--- src/rtl/lcd_win_cap_if.sv ---
// Pixel capture / window read bus between the LCD controller side, the consumer and lcd_win_cap.
interface lcd_win_cap_if #(parameter int PIX_W = 8);
  logic [PIX_W-1:0] datain;
  logic             in_valid;
  logic             ctrl_busy;
  logic             rd_en;
  logic [3:0]       rd_addr;
  logic             frame_done;
  logic [PIX_W-1:0] rd_data;
  logic             frame_valid;
  logic [11:0]      pix_sum;
  logic [PIX_W-1:0] pix_max;
  logic [PIX_W-1:0] pix_min;
  logic             overflow;
  logic             frag_err;

  modport master (
    output datain, in_valid, ctrl_busy, rd_en, rd_addr, frame_done,
    input  rd_data, frame_valid, pix_sum, pix_max, pix_min, overflow, frag_err
  );

  modport slave (
    input  datain, in_valid, ctrl_busy, rd_en, rd_addr, frame_done,
    output rd_data, frame_valid, pix_sum, pix_max, pix_min, overflow, frag_err
  );
endinterface

--- src/rtl/lcd_win_cap.sv ---
// Ping-pong 4x4 window capture: fills one bank from the LCD stream while the consumer
// reads the other, with per-bank sum/max/min stats, drop-on-full and fragment detection.
module lcd_win_cap #(
  parameter int PIX_W     = 8,
  parameter int FRAME_LEN = 16
) (
  input  logic         clk,
  input  logic         reset,
  lcd_win_cap_if.slave bus
);
  typedef enum logic [1:0] {IDLE, FILL, DROP} wst_e;

  wst_e             st, st_nxt;
  logic [3:0]       wr_cnt;
  logic             wr_bank, rd_bank;
  logic [1:0]       full;
  logic             busy_q;
  logic [PIX_W-1:0] mem [2][FRAME_LEN];
  logic [11:0]      run_sum;
  logic [PIX_W-1:0] run_max, run_min;
  logic [1:0][11:0]      st_sum;
  logic [1:0][PIX_W-1:0] st_max, st_min;
  logic [PIX_W-1:0] rd_data_q;
  logic             ovf_q, frag_q;

  logic             acc, store, frag, done, ovf_set, last, first, fv, rel;
  logic [11:0]      nxt_sum;
  logic [PIX_W-1:0] nxt_max, nxt_min;

  assign last  = (wr_cnt == 4'(FRAME_LEN-1));
  assign first = (wr_cnt == 4'd0);
  assign fv    = full[rd_bank];
  assign rel   = bus.frame_done & fv;

  assign nxt_sum = first ? 12'(bus.datain) : run_sum + 12'(bus.datain);
  assign nxt_max = (first || bus.datain > run_max) ? bus.datain : run_max;
  assign nxt_min = (first || bus.datain < run_min) ? bus.datain : run_min;

  always_ff @(posedge clk) begin
    if (reset) st <= IDLE;
    else       st <= st_nxt;
  end

  // The pixel that moves IDLE->FILL/DROP is itself accepted as index 0.
  always_comb begin
    st_nxt  = st;
    acc     = 1'b0;
    store   = 1'b0;
    done    = 1'b0;
    ovf_set = 1'b0;
    frag    = busy_q & ~bus.ctrl_busy & (st != IDLE) & (wr_cnt != 4'd0);
    if (frag) begin
      st_nxt = IDLE;
    end else if (bus.in_valid) begin
      acc = 1'b1;
      case (st)
        IDLE: begin
          if (full[wr_bank]) st_nxt = DROP;
          else begin
            store  = 1'b1;
            st_nxt = FILL;
          end
        end
        FILL:    store = 1'b1;
        default: ;
      endcase
      if (last) begin
        st_nxt  = IDLE;
        done    = store;
        ovf_set = ~store;
      end
    end
  end

  always_ff @(posedge clk) begin
    if (store) mem[wr_bank][wr_cnt] <= bus.datain;
  end

  always_ff @(posedge clk) begin
    if (reset) begin
      wr_cnt    <= '0;
      wr_bank   <= 1'b0;
      rd_bank   <= 1'b0;
      full      <= '0;
      busy_q    <= 1'b0;
      run_sum   <= '0;
      run_max   <= '0;
      run_min   <= '0;
      st_sum    <= '0;
      st_max    <= '0;
      st_min    <= '0;
      rd_data_q <= '0;
      ovf_q     <= 1'b0;
      frag_q    <= 1'b0;
    end else begin
      busy_q <= bus.ctrl_busy;
      if (frag) begin
        wr_cnt <= '0;
        frag_q <= 1'b1;
      end else if (acc) begin
        wr_cnt  <= last ? 4'd0 : wr_cnt + 4'd1;
        run_sum <= nxt_sum;
        run_max <= nxt_max;
        run_min <= nxt_min;
      end
      if (ovf_set) ovf_q <= 1'b1;
      // A completing write and a release always target different banks.
      if (done) begin
        full[wr_bank]   <= 1'b1;
        st_sum[wr_bank] <= nxt_sum;
        st_max[wr_bank] <= nxt_max;
        st_min[wr_bank] <= nxt_min;
        wr_bank         <= ~wr_bank;
      end
      if (rel) begin
        full[rd_bank] <= 1'b0;
        rd_bank       <= ~rd_bank;
      end
      if (bus.rd_en && fv) rd_data_q <= mem[rd_bank][bus.rd_addr];
    end
  end

  assign bus.rd_data     = rd_data_q;
  assign bus.frame_valid = fv;
  assign bus.pix_sum     = st_sum[rd_bank];
  assign bus.pix_max     = st_max[rd_bank];
  assign bus.pix_min     = st_min[rd_bank];
  assign bus.overflow    = ovf_q;
  assign bus.frag_err    = frag_q;
endmodule

--- src/flat_wrapper.sv ---
// flat-port wrapper written by rule: the top's interface ports become plain ports
module lcd_win_cap_flat 
#(
  parameter int PIX_W     = 8,
  parameter int FRAME_LEN = 16
)
  (clk, reset, bus_datain, bus_in_valid, bus_ctrl_busy, bus_rd_en, bus_rd_addr, bus_frame_done, bus_rd_data, bus_frame_valid, bus_pix_sum, bus_pix_max, bus_pix_min, bus_overflow, bus_frag_err);
  lcd_win_cap_if #(.PIX_W(PIX_W)) bus_i ();
  input  logic clk;
  input  logic reset;
  input wire logic [$bits(bus_i.datain)-1:0] bus_datain;
  input wire logic [$bits(bus_i.in_valid)-1:0] bus_in_valid;
  input wire logic [$bits(bus_i.ctrl_busy)-1:0] bus_ctrl_busy;
  input wire logic [$bits(bus_i.rd_en)-1:0] bus_rd_en;
  input wire logic [$bits(bus_i.rd_addr)-1:0] bus_rd_addr;
  input wire logic [$bits(bus_i.frame_done)-1:0] bus_frame_done;
  output wire logic [$bits(bus_i.rd_data)-1:0] bus_rd_data;
  output wire logic [$bits(bus_i.frame_valid)-1:0] bus_frame_valid;
  output wire logic [$bits(bus_i.pix_sum)-1:0] bus_pix_sum;
  output wire logic [$bits(bus_i.pix_max)-1:0] bus_pix_max;
  output wire logic [$bits(bus_i.pix_min)-1:0] bus_pix_min;
  output wire logic [$bits(bus_i.overflow)-1:0] bus_overflow;
  output wire logic [$bits(bus_i.frag_err)-1:0] bus_frag_err;
  assign bus_i.datain = bus_datain;
  assign bus_i.in_valid = bus_in_valid;
  assign bus_i.ctrl_busy = bus_ctrl_busy;
  assign bus_i.rd_en = bus_rd_en;
  assign bus_i.rd_addr = bus_rd_addr;
  assign bus_i.frame_done = bus_frame_done;
  assign bus_rd_data = bus_i.rd_data;
  assign bus_frame_valid = bus_i.frame_valid;
  assign bus_pix_sum = bus_i.pix_sum;
  assign bus_pix_max = bus_i.pix_max;
  assign bus_pix_min = bus_i.pix_min;
  assign bus_overflow = bus_i.overflow;
  assign bus_frag_err = bus_i.frag_err;
  lcd_win_cap #(.PIX_W(PIX_W), .FRAME_LEN(FRAME_LEN)) u_core (.clk(clk), .reset(reset), .bus(bus_i));
endmodule
--- config.mk ---
export PLATFORM = sky130hd
export DESIGN_NAME = lcd_win_cap_flat
export DESIGN_NICKNAME = d
export VERILOG_FILES = /design/src/rtl/lcd_win_cap_if.sv /design/src/rtl/lcd_win_cap.sv /design/src/flat_wrapper.sv
export SDC_FILE = /design/constraint.sdc
export NUM_CORES = 1
export LEC_CHECK = 0
export BUFFER_PORTS_ARGS = -buffer_cell sky130_fd_sc_hd__buf_2
export CORE_MARGIN = 2
export CORE_UTILIZATION = 50
export CTS_BUF_LIST = sky130_fd_sc_hd__clkbuf_2 sky130_fd_sc_hd__clkbuf_4 sky130_fd_sc_hd__clkbuf_8
export CTS_CLUSTER_DIAMETER = 100
export DETAILED_ROUTE_END_ITERATION = 8
export PLACE_DENSITY_LB_ADDON = 0.12
export REMOVE_ABC_BUFFERS = 1
export SYNTH_ARGS = -nofsm -noshare
export SYNTH_HDL_FRONTEND = slang
export SYNTH_SLANG_ARGS = --single-unit
export TNS_END_PERCENT = 30
--- constraint.sdc ---
create_clock -name clk -period 2.1 [get_ports clk]
set_input_delay 0.21 -clock clk [delete_from_list [all_inputs] [get_ports clk]]
set_output_delay 0.21 -clock clk [all_outputs]
set_load 0.02 [all_outputs]
==> key figures <==
Worst setup path
  • WS Path Type: reg -> reg
  • Data arrival, critical path: 2.63 ns
  • Crit path required time: 2.60 ns
  • FF-to-FF path depth: 9
  • Crit. End Element: register
  • Largest fanout on the critical path: 4
  • Crit path launch type: register

Floorplanning
  • Placement Rows: 63
  • Die Wd: 179 um
  • Starting Density: 51.1%
  • Ports: 57
  • Core box area: 29900 um^2
  • Die Area: 32000 um^2
  • Die Y: 179 um

Detailed routing
  • Post-Route WL: 37000 um
  • DR DRC count: 0
  • Post-route antenna net violation count: 0
  • Vias: 9554
  • Iter 0 DRT Violations: 911
  • Vias per Instance: 5.70
  • Drt pass-1 iters: 5
  • Drt wl/cell: 22.1 um

STA
  • Final worst slack: -0.0320 ns
  • Hold WS: 0.0534 ns
  • Fin crit period: 2.13 ns
  • Slew Viols, Final: 0
  • RSZ-0062 raised after global routing: true
  • Worst Skew: 0.0223 ns
  • Slew headroom: 61.0%
  • Fmax achieved: 0.469 GHz
  • Fin. Hold Viols: 0
  • Final Cycle Share: 102%
  • Final setup viols: 2
  • Pin slew with the least headroom to its limit: 0.585 ns

Global routing
  • First-pass GRT wire length: 54900 um
  • GRT Overall Usage: 23.1%
  • Number of antenna violations at the first check in global routing: 0
  • Vias in the first global route: 9591
  • Largest net degree at the start of global routing: 50
  • Congestion Overflow GR: 0

Logic synthesis
  • Seq cells post-synth: 362
  • Number of synthesis warnings: 0
  • Syn Area/Cell: 14.7 um^2
  • Synthesized instance count: 1042
  • Seq/Total Area, Yosys: 64.2%
  • Ys async rst share: 0%
  • Number of flops mapped to enable cells by yosys: 256
  • Post-Synthesis Cell Area: 15300 um^2
  • Main flop type after synthesis: edfxtp_1
  • Distinct cell type count after synthesis: 59

Run
  • Max-cap violations: 0

Placed design
  • I/O Buffers: 56
  • Placed Area: 17100 um^2
  • HPWL reported at the end of detailed placement: 23500 um
  • GP Congestion: 0.863

Layout
  • Area of the multi-input gates: 5540 um^2
  • Ant diodes: 0
  • Synth-to-Final Area Change: 24.6%
  • Nets: 1283
  • Util after Layout: 63.7%
  • Design area: 19000 um^2
  • Share of cells above drive strength 1: 39.0%
  • Layout fillers: 2263
  • Sequential cell area: 9820 um^2

Power and ir drop
  • Leakage: 0.00677 uW
  • Int Pwr: 11600 uW
  • Switching share of power: 23.3%
  • Reg power frac: 51.1%
  • Clock network power share: 40.8%
  • Sw Pwr: 3530 uW
  • Logic pwr share: 8.1%
  • Worst VDD drop: 0.465 mV
  • Pwr/cell area: 797 nW/um^2

Clocking
  • TritonCTS clock tree: yes
  • Num CTS Buffers: 58
  • Worst skew pair latency: 0.60 ns
  • H-tree depth: 2
  • CTS max path bufs: 3
  • CTS clock-pin slew for the worst setup and hold paths: 0.06 ns
  • CTS root buffer: clkbuf_8
  • Sink Count: 362

Worst hold path
  • Hold path depth: 3
  • Hold crit path type: in -> reg

Run status
  • Failing checks: setup timing
  • Status: finished with violations
through the flow:
step | total power [uW] | TNS (ns) | cells | worst slack [ns]
global placement | 8970 | -14.87 | 1557 | -0.170
floorplan | 8420 | -350.74 | 982 | -1.71
finish | 15200 | -0.0480 | 1677 | -0.0320
CTS | 15200 | -0.349 | 1672 | -0.0234
global route | 15700 | -6.48 | 1677 | -0.141
detailed placement | 8990 | -25.28 | 1557 | -0.253
layout by cell type (no fill, tap or decap), types with 5 or more instances in the layout:
cell type,n
edfxtp_1,256
nor2_1,103
dfxtp_1,97
buf_4,94
clkbuf_8,68
mux4_2,64
buf_2,55
nand2_1,37
a211oi_1,36
mux2i_1,33
buf_12,31
mux2_2,30
a21oi_1,30
a211oi_2,26
ha_1,23
inv_1,20
nor3_1,16
clkinv_1,16
o22ai_1,15
nor2b_1,14
nor2_2,14
clkbuf_4,14
and3_1,13
and2_1,10
nor2_4,9
and2_4,9
o21ai_0,9
a2111oi_0,9
mux2i_2,8
clkinv_2,8
dfxtp_2,8
o21ai_1,5
a21o_1,5
nand3_1,5
buf_6,5
worst paths after layout:
| check | startpoint | endpoint | slack [ns] |
|---|---|---|---|
| worst max-delay path | u_core.run_sum[0]$_SDFFE_PP0P_ | u_core.st_sum[18]$_SDFFE_PP0P_ | -0.03 |
| worst min register to register | u_core.bus.frag_err$_SDFFE_PP0P_ | u_core.bus.frag_err$_SDFFE_PP0P_ | 0.46 |
| worst max register to register | u_core.run_sum[0]$_SDFFE_PP0P_ | u_core.st_sum[18]$_SDFFE_PP0P_ | -0.03 |
| worst min-delay path | bus_in_valid | u_core.st[1]$_SDFFE_PP0P_ | 0.05 |
routing by layer:
metal / up-vias / global-route usage, % / wire, um
li1: 4411 / - / -
met1: 4838 / 31.5 / 16100
met2: 241 / 38.2 / 18300
met3: 64 / 3.31 / 1600
met4: 0 / 7.62 / 994
met5: - / 0 / 0
sequential cells by signal (all words and copies together) (netlist names), 2 cells and up, named ones only:
signal and cells:
u_core.full 2, u_core.mem 256, u_core.run_max 8, u_core.run_min 8, u_core.bus.rd_data 8, u_core.st_max 16, u_core.st_sum 24, u_core.st_min 16
u_core.run_sum 12, u_core.st 2, u_core.wr_cnt 4
Yosys cell counts (4+ instances only):
cell | count | area [um^2]
a2111oi_0 | 10 | 87.6
dfxtp_1 | 106 | 2120
mux2_2 | 30 | 338
nor2_1 | 124 | 465
mux4_2 | 64 | 1440
nand2_1 | 39 | 146
ha_1 | 27 | 338
a211oi_1 | 61 | 458
clkbuf_1 | 24 | 90.1
o21ai_0 | 14 | 70.1
nor2b_1 | 16 | 100
buf_2 | 14 | 70.1
a21oi_1 | 34 | 170
mux2i_1 | 45 | 450
o22ai_1 | 15 | 93.8
buf_4 | 10 | 75.1
and2_1 | 20 | 125
inv_1 | 23 | 86.3
and3_1 | 15 | 93.8
a21o_1 | 5 | 37.5
nor3_1 | 17 | 85.1
edfxtp_1 | 256 | 7690
nand3_1 | 5 | 25.0
nand2b_1 | 4 | 25.0
buf_6 | 8 | 90.1
nand3b_1 | 4 | 30.0
power by group through the flow:
stage / Combinational (uW) / Clock (uW) / Sequential [uW]
CTS: 1130 / 6330 / 7740
detailed placement: 1100 / 0 / 7890
global placement: 1090 / 0 / 7890
floorplan: 534 / 0 / 7890
global route: 1320 / 6650 / 7750
finish: 1220 / 6200 / 7750
cell type report:
type / instances / share of cell area, %
multi-input combinational: 596 / 29.1
clock inverter: 29 / 1.01
clock buffer: 81 / 5.40
timing repair buffer: 195 / 9.76
sequential: 362 / 51.6
inverter: 24 / 0.539
tap: 390 / 2.56
critical path, cell delays in order, from the launching register on:
cell and delay, ns:
dfxtp_2 0.35, ha_4 0.14, inv_2 0.03, fa_2 0.35, nor2b_4 0.14, o31a_1 0.27, o21ai_2 0.13, a211oi_2 0.33
a211oi_4 0.08, a211oi_1 0.23
cells by family after synthesis:
kind of cell | Yosys count | share of synthesized area [%]
xor gates and xnor gates | 6 | 0.344
buffers and inverters | 84 | 2.83
and+or+nand+nor | 264 | 8.41
adders and majority gates | 28 | 2.34
AOI/OAI and AO/OA | 159 | 7.27
muxes | 139 | 14.6
DFF | 362 | 64.2
repair_timing:
item | 4_1_cts | 5_1_grt
pin swaps | 11 | 23
gates resized for setup | 45 | 100
setup buffers | 1 | 2
endpoints found under the hold margin | 5 | 0
setup endpoints to repair | 332 | 339
hold buffers | 3 | 0
gates cloned | 1 | 4
No activity file was read; power rests on OpenSTA's default activity.
